===== src/rtl/sp_dmem_arbiter.sv =====
// rtl/sp_dmem_arbiter.sv - two-port arbiter in front of a single-port data memory
`timescale 1ns/1ps

module sp_dmem_arbiter #(
  parameter int ADDR_W   = 12,
  parameter int DATA_W   = 32,
  parameter int MEM_LAT  = 1,
  parameter int MAX_WAIT = 8
) (
  input  logic              clk,
  input  logic              rst,
  input  logic              req0,
  input  logic              we0,
  input  logic [ADDR_W-1:0] addr0,
  input  logic [DATA_W-1:0] wdata0,
  input  logic              req1,
  input  logic              we1,
  input  logic [ADDR_W-1:0] addr1,
  input  logic [DATA_W-1:0] wdata1,
  output logic              gnt0,
  output logic              gnt1,
  output logic              rvalid0,
  output logic              rvalid1,
  output logic [DATA_W-1:0] rdata0,
  output logic [DATA_W-1:0] rdata1,
  output logic              mem_en,
  output logic              mem_we,
  output logic [ADDR_W-1:0] mem_addr,
  output logic [DATA_W-1:0] mem_wdata,
  input  logic [DATA_W-1:0] mem_rdata,
  output logic              busy
);

  // wait counter must hold MAX_WAIT; latency counter holds MEM_LAT (1..4)
  localparam int WCW = (MAX_WAIT < 2) ? 1 : $clog2(MAX_WAIT + 1);
  localparam int LCW = 3;

  typedef enum logic {ST_IDLE, ST_RD_WAIT} state_t;

  state_t              r_state;
  state_t              w_state_nxt;
  logic [WCW-1:0]      r_wcnt;
  logic [LCW-1:0]      r_lcnt;
  logic                r_rport;
  logic                r_mem_en;
  logic                r_mem_we;
  logic [ADDR_W-1:0]   r_mem_addr;
  logic [DATA_W-1:0]   r_mem_wdata;
  logic                r_rvalid0;
  logic                r_rvalid1;
  logic [DATA_W-1:0]   r_rdata0;
  logic [DATA_W-1:0]   r_rdata1;

  logic                w_gnt0;
  logic                w_gnt1;
  logic                w_any_gnt;
  logic                w_gnt_we;
  logic [ADDR_W-1:0]   w_gnt_addr;
  logic [DATA_W-1:0]   w_gnt_wdata;
  logic                w_rd_done;

  // winner's command fields; port 1 only when it holds the grant
  assign w_any_gnt   = w_gnt0 | w_gnt1;
  assign w_gnt_we    = w_gnt1 ? we1    : we0;
  assign w_gnt_addr  = w_gnt1 ? addr1  : addr0;
  assign w_gnt_wdata = w_gnt1 ? wdata1 : wdata0;
  // last RD_WAIT cycle: memory data is valid now and is captured at this edge
  assign w_rd_done   = (r_state == ST_RD_WAIT) && (r_lcnt == LCW'(MEM_LAT));

  // state register
  always_ff @(posedge clk or posedge rst) begin
    if (rst) r_state <= ST_IDLE;
    else     r_state <= w_state_nxt;
  end

  // next-state: enter RD_WAIT on a read grant, leave once data is captured
  always_comb begin
    w_state_nxt = r_state;
    case (r_state)
      ST_IDLE:    if (w_any_gnt && !w_gnt_we) w_state_nxt = ST_RD_WAIT;
      ST_RD_WAIT: if (w_rd_done)              w_state_nxt = ST_IDLE;
      default:                                w_state_nxt = ST_IDLE;
    endcase
  end

  // grant decode: port 0 wins unless port 1 has waited MAX_WAIT cycles
  always_comb begin
    w_gnt0 = 1'b0;
    w_gnt1 = 1'b0;
    if (!rst && r_state == ST_IDLE) begin
      if (req0 && req1) begin
        if (r_wcnt == WCW'(MAX_WAIT)) w_gnt1 = 1'b1;
        else                          w_gnt0 = 1'b1;
      end else if (req0) begin
        w_gnt0 = 1'b1;
      end else if (req1) begin
        w_gnt1 = 1'b1;
      end
    end
  end

  // memory command register: strobe for one cycle after each grant
  always_ff @(posedge clk or posedge rst) begin
    if (rst) begin
      r_mem_en    <= 1'b0;
      r_mem_we    <= 1'b0;
      r_mem_addr  <= '0;
      r_mem_wdata <= '0;
    end else begin
      r_mem_en <= w_any_gnt;
      if (w_any_gnt) begin
        r_mem_we    <= w_gnt_we;
        r_mem_addr  <= w_gnt_addr;
        r_mem_wdata <= w_gnt_wdata;
      end
    end
  end

  // read latency counter and owner of the outstanding read
  always_ff @(posedge clk or posedge rst) begin
    if (rst) begin
      r_lcnt  <= '0;
      r_rport <= 1'b0;
    end else if (w_any_gnt && !w_gnt_we) begin
      r_lcnt  <= '0;
      r_rport <= w_gnt1;
    end else if (r_state == ST_RD_WAIT && !w_rd_done) begin
      r_lcnt  <= r_lcnt + 1'b1;
    end
  end

  // read return: one-cycle rvalid pulse, rdata holds between reads
  always_ff @(posedge clk or posedge rst) begin
    if (rst) begin
      r_rvalid0 <= 1'b0;
      r_rvalid1 <= 1'b0;
      r_rdata0  <= '0;
      r_rdata1  <= '0;
    end else begin
      r_rvalid0 <= w_rd_done && !r_rport;
      r_rvalid1 <= w_rd_done &&  r_rport;
      if (w_rd_done && !r_rport) r_rdata0 <= mem_rdata;
      if (w_rd_done &&  r_rport) r_rdata1 <= mem_rdata;
    end
  end

  // port-1 starvation counter, also runs while a read is outstanding
  always_ff @(posedge clk or posedge rst) begin
    if (rst) begin
      r_wcnt <= '0;
    end else if (!req1 || w_gnt1) begin
      r_wcnt <= '0;
    end else if (r_wcnt != WCW'(MAX_WAIT)) begin
      r_wcnt <= r_wcnt + 1'b1;
    end
  end

  assign gnt0      = w_gnt0;
  assign gnt1      = w_gnt1;
  assign rvalid0   = r_rvalid0;
  assign rvalid1   = r_rvalid1;
  assign rdata0    = r_rdata0;
  assign rdata1    = r_rdata1;
  assign mem_en    = r_mem_en;
  assign mem_we    = r_mem_we;
  assign mem_addr  = r_mem_addr;
  assign mem_wdata = r_mem_wdata;
  assign busy      = (r_state == ST_RD_WAIT);

endmodule


===== config.mk =====
export PLATFORM = sky130hd
export DESIGN_NAME = sp_dmem_arbiter
export DESIGN_NICKNAME = d
export VERILOG_FILES = /design/src/rtl/sp_dmem_arbiter.sv
export SDC_FILE = /design/constraint.sdc
export NUM_CORES = 1
export LEC_CHECK = 0
export CORE_UTILIZATION = 34
export CTS_BUF_LIST = sky130_fd_sc_hd__clkbuf_8
export DETAILED_ROUTE_END_ITERATION = 6
export GPL_ROUTABILITY_DRIVEN = 0
export GPL_TIMING_DRIVEN = 0
export PLACE_DENSITY = 0.83
export RECOVER_POWER = 100
export REMOVE_ABC_BUFFERS = 1
export SKIP_LAST_GASP = 1
export SLEW_MARGIN = 25
export SYNTH_ARGS = -nofsm -noshare
export SYNTH_HDL_FRONTEND = slang
export SYNTH_SLANG_ARGS = --single-unit

===== constraint.sdc =====
create_clock -name clk -period 3.7 [get_ports clk]
set_input_delay 0.74 -clock clk [delete_from_list [all_inputs] [get_ports clk]]
set_output_delay 0.74 -clock clk [all_outputs]
set_load 0.02 [all_outputs]

==> results of run 1 <==
==> Yosys cell counts (all sizes together) (2+ instances only) <==
| master | n | area, um^2 |
|---|---|---|
| a21oi | 3 | 26.28 |
| a22oi | 45 | 337.8 |
| buf | 16 | 132.6 |
| clkbuf | 8 | 30.03 |
| dfrtp | 121 | 3028 |
| ha | 4 | 50.05 |
| inv | 8 | 30.03 |
| mux2 | 64 | 720.7 |
| nand2 | 47 | 176.4 |
| nand3 | 2 | 10.01 |
| nor2 | 14 | 55.06 |
| nor2b | 2 | 15.02 |
| nor3 | 4 | 20.02 |
| o21a | 2 | 15.01 |
| o21ai | 47 | 239.0 |
| or2 | 2 | 12.52 |
| xor2 | 2 | 17.52 |
==> metrics by stage <==
stage,worst slack [ps],setup TNS [ps],hold WS [ps],cells
detailed placement,384.2,0,471.4,801
finish,302.2,0,477.6,834
floorplan,-254.2,-30760,525.2,373
global route,176.2,0,500.0,834
CTS,382.9,0,488.8,833
global placement,-1828,-221290,462.7,793
==> power by group <==
group / total, mW / switching [mW] / internal (mW) / leakage, nW
sequential: 2.27 / 0.320 / 1.94 / 1.47
combinational: 2.89 / 1.52 / 1.37 / 1.80
clock: 1.22 / 0.541 / 0.675 / 0.207
total: 6.37 / 2.38 / 3.99 / 3.48
==> metal layers <==
metal	vias up	part of all wire [%]
met1	2000	37
li1	1899	-
met2	210	50
met3	25	11
met4	0	2.4
met5	-	0
==> area by class of cell <==
class / count / area, um^2
sequential: 121 / 3028
inverter: 8 / 30.03
timing repair buffer: 248 / 2544
clock buffer: 18 / 247.7
tap: 180 / 225.2
fill: 1143 / 6108
multi-input combinational: 244 / 1753
antenna: 1 / 2.502
clock inverter: 14 / 157.7
==> flip-flops by register name (all words and copies together) (netlist names) <==
register   flops
busy           1
mem_addr      12
mem_en         1
mem_wdata     32
mem_we         1
r_lcnt         3
r_rport        1
r_wcnt         4
rdata0        32
rdata1        32
rvalid0        1
rvalid1        1
==> critical path, stage by stage <==
cell,delay (ps)
sky130_fd_sc_hd__dlygate4sd3_1,660
sky130_fd_sc_hd__o21a_1,450
sky130_fd_sc_hd__and2_1,190
sky130_fd_sc_hd__clkdlybuf4s50_1,610
==> logic make-up after synthesis <==
kind of cell / Yosys count
DFF: 121
AOI/OAI and AO/OA: 99
and+or+nand+nor: 74
muxes: 64
buffers and inverters: 32
adders and majority gates: 4
xor gates and xnor gates: 3
==> worst max path at each step <==
stage | start | end | slack [ps] | cells after the start
4_1_cts | req1 | gnt1 | 380 | 7
3_3_place_gp | rst | rdata1[1]$_DFFE_PP0P_ | -1830 | 2
5_1_grt | r_lcnt[1]$_DFFE_PP0P_ | rdata0[30]$_DFFE_PP0P_ | 180 | 7
6_report | req0 | gnt0 | 300 | 4
3_5_place_dp | req1 | gnt1 | 380 | 7
2_1_floorplan | rst | busy$_DFF_PP0_ | -250 | 1
==> flow_summary.toml, run 1 <==
[run_status]
status = "finished, violations left"
failed_checks = "max-capacitance violations, max-slew violations"

[logic_synthesis]
synthesized_area_per_cell_um2 = 12.56
number_of_register_bits_inferred_by_synthesis = 121
synth_edf_count = 0
synth_top_family_by_area = "multiplexers"
synthCells = 397
synthArstFlopShare_pct = 100.0
seq_area_frac_synth_pct = 60.71
synth-simple-area-share_pct = 6.448
synth_fa_ha_area_share_pct = 1.004
synth-compound-area-share_pct = 13.00
synthesis.area_um2 = 4987
synthFlopType = "sky130_fd_sc_hd__dfrtp_1"
synth.mux.area_fraction_pct = 14.45
yosys.cell_types.count = 33
yosysWarningCount = 0
post_synthesis_share_of_cell_area_spent_on_xor_and_xnor_gates_pct = 0.5268

[floorplanning]
core.rowCount = 43
initial_standard_cell_utilization_of_the_core_pct = 35.38
die_height_um = 123.1
ios = 241
fp.dieArea_um2 = 15160
die_w_um = 123.1
floorplan.core_area_um2 = 14100

[worst_setup_path]
cp_max_fo = 10
number_of_cells_on_the_worst_reg_to_reg_path = 7
worst_ep_arrival_time_ps = 2660
timing.critical_path.from_type = "primary input"
worst_ep_required_time_ps = 2960
critical_path.reg2reg.startpoint = "r_lcnt[1]$_DFFE_PP0P_"
critPathCaptureType = "output port"
rrSetupSlack_ps = 410
critPathKind = "primary input to output port"
critical_path.reg2reg.endpoint = "rdata0[30]$_DFFE_PP0P_"

[flow_run]
cap_viol_max_count = 1

[cts]
cts_tree = "done"
clock_tree.root_cell = "sky130_fd_sc_hd__clkbuf_8"
post_cts_buffers = 0
numClockSinks = 121
worstSkewPairLatency_ps = 440
cts-htree-levels = 4
clock_tree.buffer_depth = 2
cts_hold_buffers = 0
ctsResizeCount = 0
path_clk_slew_ps = 80
tritoncts.num_buffers = 17

[timing]
timing.final.crit_share_pct = 91.83
max_freq_mhz = 294.3
tightestPinTransition_ps = 2145
max-slew-margin-rel_pct = -42.98
setup_skew_ps = 12.81
rsz0062_at_grt = "false"
setup_viol = 0
fin_crit_ps = 3398
timing_hold_violations_final = 0
slew_violations = 53

[power_and_ir_drop]
power_leakage_nw = 3.482
power-per-cell-area_nw_per_um2 = 797.7
power_mw = 6.372
largest_vdd_supply_drop_v = 0.0003606

[global_routing]
met3_usage_pct = 8.349
use_met2_pct = 33.01
initial_antenna_violation_count = 1
first_pass_grt_wire_length_mm = 21.56
grt_overflow_total = 0
busiest_layer = "met2"
first_global_vias = 4320
pin_count_of_the_biggest_net_entering_global_routing = 70
grt.met1_usage_pct = 19.93
grt_usage_pct = 19.18

[min_path]
hold_depth = 2
worst_hold_path.endpoint = "mem_wdata[10]$_DFFE_PP0P_"
launch_instance_of_the_worst_min_delay_path = "mem_wdata[10]$_DFFE_PP0P_"
hold_path.class = "register to register"

[place]
hpwl_mm = 10.68
post_detailed_placement_cell_area_um2 = 7689
placement.io_buffers = 240

[routing]
detailedRoute.firstIterationViolations = 119
wirelength_mm = 14.25
post_detailed_route_wirelength_per_cell_um = 17.08
dr_total_vias = 4134
route.detailed.vias_per_inst = 4.957
ant_nets = 0
remaining_routing_drc_violations = 0
first_pass_iters = 5

[final_layout]
synthToLayoutAreaGrowth_pct = 60.16
final_util_pct = 56.67
layout_commonest_cell = "sky130_fd_sc_hd__clkdlybuf4s50_1"
final_layout_size_suffix_gt1_share_pct = 15.62
postLayoutCellArea_um2 = 7988
design.final.nets = 770
layout.cells.most_common_list = "sky130_fd_sc_hd__clkdlybuf4s50_1, sky130_fd_sc_hd__dfrtp_1, sky130_fd_sc_hd__dlygate4sd3_1"
(Power assumes the default switching activity.)
==> inputs of run 2 (changes only) <==
Settings changed: PLACE_DENSITY 0.83 to 0.72.
Clock period 3.7 ns to 2.85 ns, I/O delays scaled along.
==> flow_summary.toml, run 2 (same netlist as run 1, synthesis figures left out) <==
[final_layout]
final_util_pct = 56.83
final_layout_size_suffix_gt1_share_pct = 16.54
synthToLayoutAreaGrowth_pct = 60.61
postLayoutCellArea_um2 = 8010
layout.cells.most_common_list = "sky130_fd_sc_hd__clkdlybuf4s50_1, sky130_fd_sc_hd__dfrtp_1, sky130_fd_sc_hd__dlygate4sd3_1"
fillCellCount = 1166
count_of_antenna_diodes_in_the_layout = 0
layout_commonest_cell = "sky130_fd_sc_hd__clkdlybuf4s50_1"
design.final.nets = 770
finish.cell_count_without_fillers = 833

[routing]
route.detailed.vias_per_inst = 4.898
remaining_routing_drc_violations = 0
wirelength_mm = 13.60
dr_total_vias = 4080
post_detailed_route_wirelength_per_cell_um = 16.32
ant_nets = 0
first_pass_iters = 4
detailedRoute.firstIterationViolations = 144

[worst_setup_path]
cp_max_fo = 37
timing.critical_path.from_type = "register"
critPathKind = "register to output port"
worst_ep_arrival_time_ps = 2170
critPathCaptureType = "output port"
worst_ep_required_time_ps = 2280

[flow_run]
cap_viol_max_count = 2

[run_status]
failed_checks = "max-capacitance violations, max-slew violations"
status = "finished, violations left"

[global_routing]
first_global_vias = 4145
grt_usage_pct = 18.24
grt_overflow_total = 0
first_pass_grt_wire_length_mm = 20.76
pin_count_of_the_biggest_net_entering_global_routing = 81
initial_antenna_violation_count = 0

[timing]
setup_viol = 0
fin_crit_ps = 2745
max-slew-margin-rel_pct = -13.34
timing_hold_violations_final = 0
setup_skew_ps = 13.58
max_freq_mhz = 364.3
slew_violations = 43
rsz0062_at_grt = "false"
timing.final.crit_share_pct = 96.31
tightestPinTransition_ps = 1698

[min_path]
hold_path.class = "register to register"

[floorplanning]
die_w_um = 123.1
die_height_um = 123.1
core.rowCount = 43
ios = 241
initial_standard_cell_utilization_of_the_core_pct = 35.38
floorplan.core_area_um2 = 14100
fp.dieArea_um2 = 15160

[power_and_ir_drop]
largest_vdd_supply_drop_v = 0.0004132
power_frac_comb_pct = 44.7
p_int_mw = 5.284
power-per-cell-area_nw_per_um2 = 1040
pwr-share-clk_pct = 20.3
power_mw = 8.333
netSwitchingPower_mw = 3.049
power_leakage_nw = 3.493
power_frac_seq_pct = 35.0
power.switching_fraction_pct = 36.59

[cts]
numClockSinks = 121
cts_tree = "done"
worstSkewPairLatency_ps = 430
clock_tree.root_cell = "sky130_fd_sc_hd__clkbuf_8"
tritoncts.num_buffers = 17
cts-htree-levels = 4
cts_hold_buffers = 0
path_clk_slew_ps = 70
clock_tree.buffer_depth = 2

[place]
placement.io_buffers = 240
post_detailed_placement_cell_area_um2 = 7621
dp_cells = 799
hpwl_mm = 10.10
run 2: metal layers:
layer	share of wire, %	track usage [%]	vias to the layer above
met1	39	19.69	1952
met5	0	0	-
met3	11	8.164	17
met4	2.1	8.208	0
li1	-	-	1907
met2	47	30.72	204
run 2: worst max-delay path, cell delays in order, from the launching register on:
cell                            delay (ps)
sky130_fd_sc_hd__dfrtp_1               400
sky130_fd_sc_hd__inv_1                 120
sky130_fd_sc_hd__ha_1                  210
sky130_fd_sc_hd__nand3b_4              120
sky130_fd_sc_hd__o21a_2                260
sky130_fd_sc_hd__buf_12                170
sky130_fd_sc_hd__and2_1                160
sky130_fd_sc_hd__dlygate4sd2_1         310
run 2: area by class of cell:
type                    count  area (um^2)  share of cell area [%]
clock buffers              18        247.7                   3.093
well taps                 180        225.2                   2.812
flip-flops and latches    121         3028                   37.80
clock inverters            14        193.9                   2.421
multi-input cells         244         1762                   21.99
inverters                   8        30.03                  0.3749
repair buffers            248         2524                   31.51
run 2: power groups by stage:
stage | registers [mW] | logic, mW | clock network (mW)
detailed placement | 3.00 | 4.09 | 0
global route | 3.04 | 4.00 | 1.83
finish | 2.92 | 3.72 | 1.69
CTS | 2.97 | 4.10 | 1.74
floorplan | 3.92 | 0.993 | 0
global placement | 2.95 | 3.98 | 0
run 2: through the flow:
stage	worst slack, ps	TNS [ps]	hold slack (ps)
2_1_floorplan	-934.2	-113040	525.2
3_3_place_gp	-2643	-328550	461.1
3_5_place_dp	-323.3	-614.4	472.8
4_1_cts	-57.51	-57.51	487.4
5_1_grt	20.47	0	507.2
6_report	105.2	0	474.4
run 2: final timing paths:
path,start,end,slack (ps),depth (start not counted)
worst min-delay path,mem_wdata[25]$_DFFE_PP0P_,mem_wdata[25]$_DFFE_PP0P_,470,2
worst max register to register,r_lcnt[1]$_DFFE_PP0P_,rdata0[17]$_DFFE_PP0P_,250,7
min in group asynchronous,rst,mem_addr[10]$_DFFE_PP0P_,1210,2
worst max-delay path,r_wcnt[0]$_DFFE_PP0P_,gnt0,110,7
worst min register to register,mem_wdata[25]$_DFFE_PP0P_,mem_wdata[25]$_DFFE_PP0P_,470,2
max in group asynchronous,rst,mem_wdata[30]$_DFFE_PP0P_,520,3
run 2: repair_timing:
| item | CTS | global route |
|---|---|---|
| buffers inserted | 1 | 1 |
| pin swaps | 1 | 1 |
| resized for setup | 3 | 3 |
| setup endpoints to repair | 2 | 2 |
==> inputs of run 3 (changes only) <==
Settings changed: CORE_UTILIZATION 34 to 38, PLACE_DENSITY 0.72 to 0.79.
==> flow_summary.toml, run 3 (same netlist as run 1, synthesis figures left out) <==
[worst_setup_path]
worst_ep_arrival_time_ps = 2170
critPathCaptureType = "output port"
worst_ep_required_time_ps = 2280
rrSetupSlack_ps = 210
number_of_cells_on_the_worst_reg_to_reg_path = 7
critical_path.reg2reg.startpoint = "r_lcnt[1]$_DFFE_PP0P_"
critPathKind = "primary input to output port"
cp_max_fo = 12
timing.critical_path.from_type = "primary input"
critical_path.reg2reg.endpoint = "rdata0[18]$_DFFE_PP0P_"

[flow_run]
cap_viol_max_count = 1

[cts]
clock_tree.buffer_depth = 2
worstSkewPairLatency_ps = 420
numClockSinks = 121
path_clk_slew_ps = 80
clock_tree.root_cell = "sky130_fd_sc_hd__clkbuf_8"
cts-htree-levels = 4
tritoncts.num_buffers = 17
cts_hold_buffers = 0
cts_tree = "done"

[routing]
dr_total_vias = 4201
detailedRoute.firstIterationViolations = 213
remaining_routing_drc_violations = 0
wirelength_mm = 14.85
post_detailed_route_wirelength_per_cell_um = 17.97
ant_nets = 0
first_pass_iters = 5
route.detailed.vias_per_inst = 5.086

[floorplanning]
die_w_um = 116.6
fp.dieArea_um2 = 13590
initial_standard_cell_utilization_of_the_core_pct = 39.20
ios = 241
die_height_um = 116.6
floorplan.core_area_um2 = 12720
core.rowCount = 41

[power_and_ir_drop]
power_frac_comb_pct = 44.9
power_leakage_nw = 3.475
power.switching_fraction_pct = 37.85
power-per-cell-area_nw_per_um2 = 1051
largest_vdd_supply_drop_v = 0.0003788
netSwitchingPower_mw = 3.174
pwr-share-clk_pct = 19.9
p_int_mw = 5.212
power_frac_seq_pct = 35.1

[global_routing]
first_pass_grt_wire_length_mm = 22.18
grt_usage_pct = 21.93
pin_count_of_the_biggest_net_entering_global_routing = 78
grt_overflow_total = 0
initial_antenna_violation_count = 0
first_global_vias = 4333

[min_path]
launch_instance_of_the_worst_min_delay_path = "mem_wdata[11]$_DFFE_PP0P_"
hold_path.class = "register to register"
worst_hold_path.endpoint = "mem_wdata[11]$_DFFE_PP0P_"
hold_depth = 2

[timing]
tightestPinTransition_ps = 1761
setup_skew_ps = 13.15
slew_violations = 45
setup_viol = 0
fin_crit_ps = 2742
rsz0062_at_grt = "false"
holdWs_ps = 474.9
max_freq_mhz = 364.7
final.setup.worst_slack_ps = 108.3
timing_hold_violations_final = 0
max-slew-margin-rel_pct = -17.54
timing.final.crit_share_pct = 96.20

[final_layout]
count_of_antenna_diodes_in_the_layout = 0
final_util_pct = 62.69
layout.cells.most_common_list = "sky130_fd_sc_hd__clkdlybuf4s50_1, sky130_fd_sc_hd__dfrtp_1, sky130_fd_sc_hd__dlygate4sd3_1"
design.final.nets = 771
final_layout_size_suffix_gt1_share_pct = 16.67
synthToLayoutAreaGrowth_pct = 59.91
fillCellCount = 997
layout_commonest_cell = "sky130_fd_sc_hd__clkdlybuf4s50_1"

[run_status]
status = "finished, violations left"
failed_checks = "max-capacitance violations, max-slew violations"

[place]
preCtsSetupSlack_ps = -735.0
hpwl_mm = 10.13
placement.io_buffers = 240
## run 3: area by class of cell
cell class	count	area (um^2)	area share, %
multi-input combinational	248	1803	22.61
clock inverter	14	185.2	2.322
tap	172	215.2	2.698
timing repair buffer	245	2466	30.92
clock buffer	18	247.7	3.106
inverter	8	30.03	0.3765
sequential	121	3028	37.97
## run 3: how the worst max path moves through the flow
stage	from	end	slack, ps
after floorplan	rst	busy$_DFF_PP0_	-930
after global placement	rst	mem_addr[0]$_DFFE_PP0P_	-2510
after detailed placement	req1	gnt1	-730
after CTS	r_wcnt[0]$_DFFE_PP0P_	gnt1	-30
after global routing	r_wcnt[0]$_DFFE_PP0P_	gnt0	2
final	req1	gnt0	110
## run 3: power by group through the flow
stage	logic, mW	registers [mW]	clock network, mW
after global routing	4.03	3.05	1.80
after detailed placement	4.11	3.02	0
after CTS	4.14	3.00	1.71
after global placement	3.97	2.96	0
after floorplan	0.993	3.92	0
final	3.77	2.95	1.67
## run 3: metal layers
| layer | routed length [um] | GRT usage, % | up-vias |
|---|---|---|---|
| met2 | 7388 | 37.79 | 226 |
| met5 | 0 | 0 | - |
| met4 | 184 | 6.920 | 0 |
| li1 | - | - | 1919 |
| met1 | 5689 | 24.45 | 2038 |
| met3 | 1584 | 9.497 | 18 |
## run 3: critical path, cell delays in order
cell and delay [ps]:
sky130_fd_sc_hd__dlygate4sd3_1 590, sky130_fd_sc_hd__inv_2 230, sky130_fd_sc_hd__o21a_4 300, sky130_fd_sc_hd__and2_1 150
sky130_fd_sc_hd__dlygate4sd2_1 330
## run 3: through the flow
step / instance area (um^2) / power [mW] / std cells / TNS (ps)
floorplan: 4825 / 4.908 / 373 / -113040
global placement: 7442 / 6.926 / 785 / -305690
detailed placement: 7576 / 7.125 / 789 / -1296
CTS: 8055 / 8.846 / 826 / -33.94
global route: 7975 / 8.873 / 826 / 0
finish: 7975 / 8.386 / 826 / 0
## run 3: timing repair
item,4_1_cts,5_1_grt
pin swaps,1,0
endpoints found under the setup margin,2,1
setup buffers,1,0
gates cloned,4,0
gates resized for setup,3,1
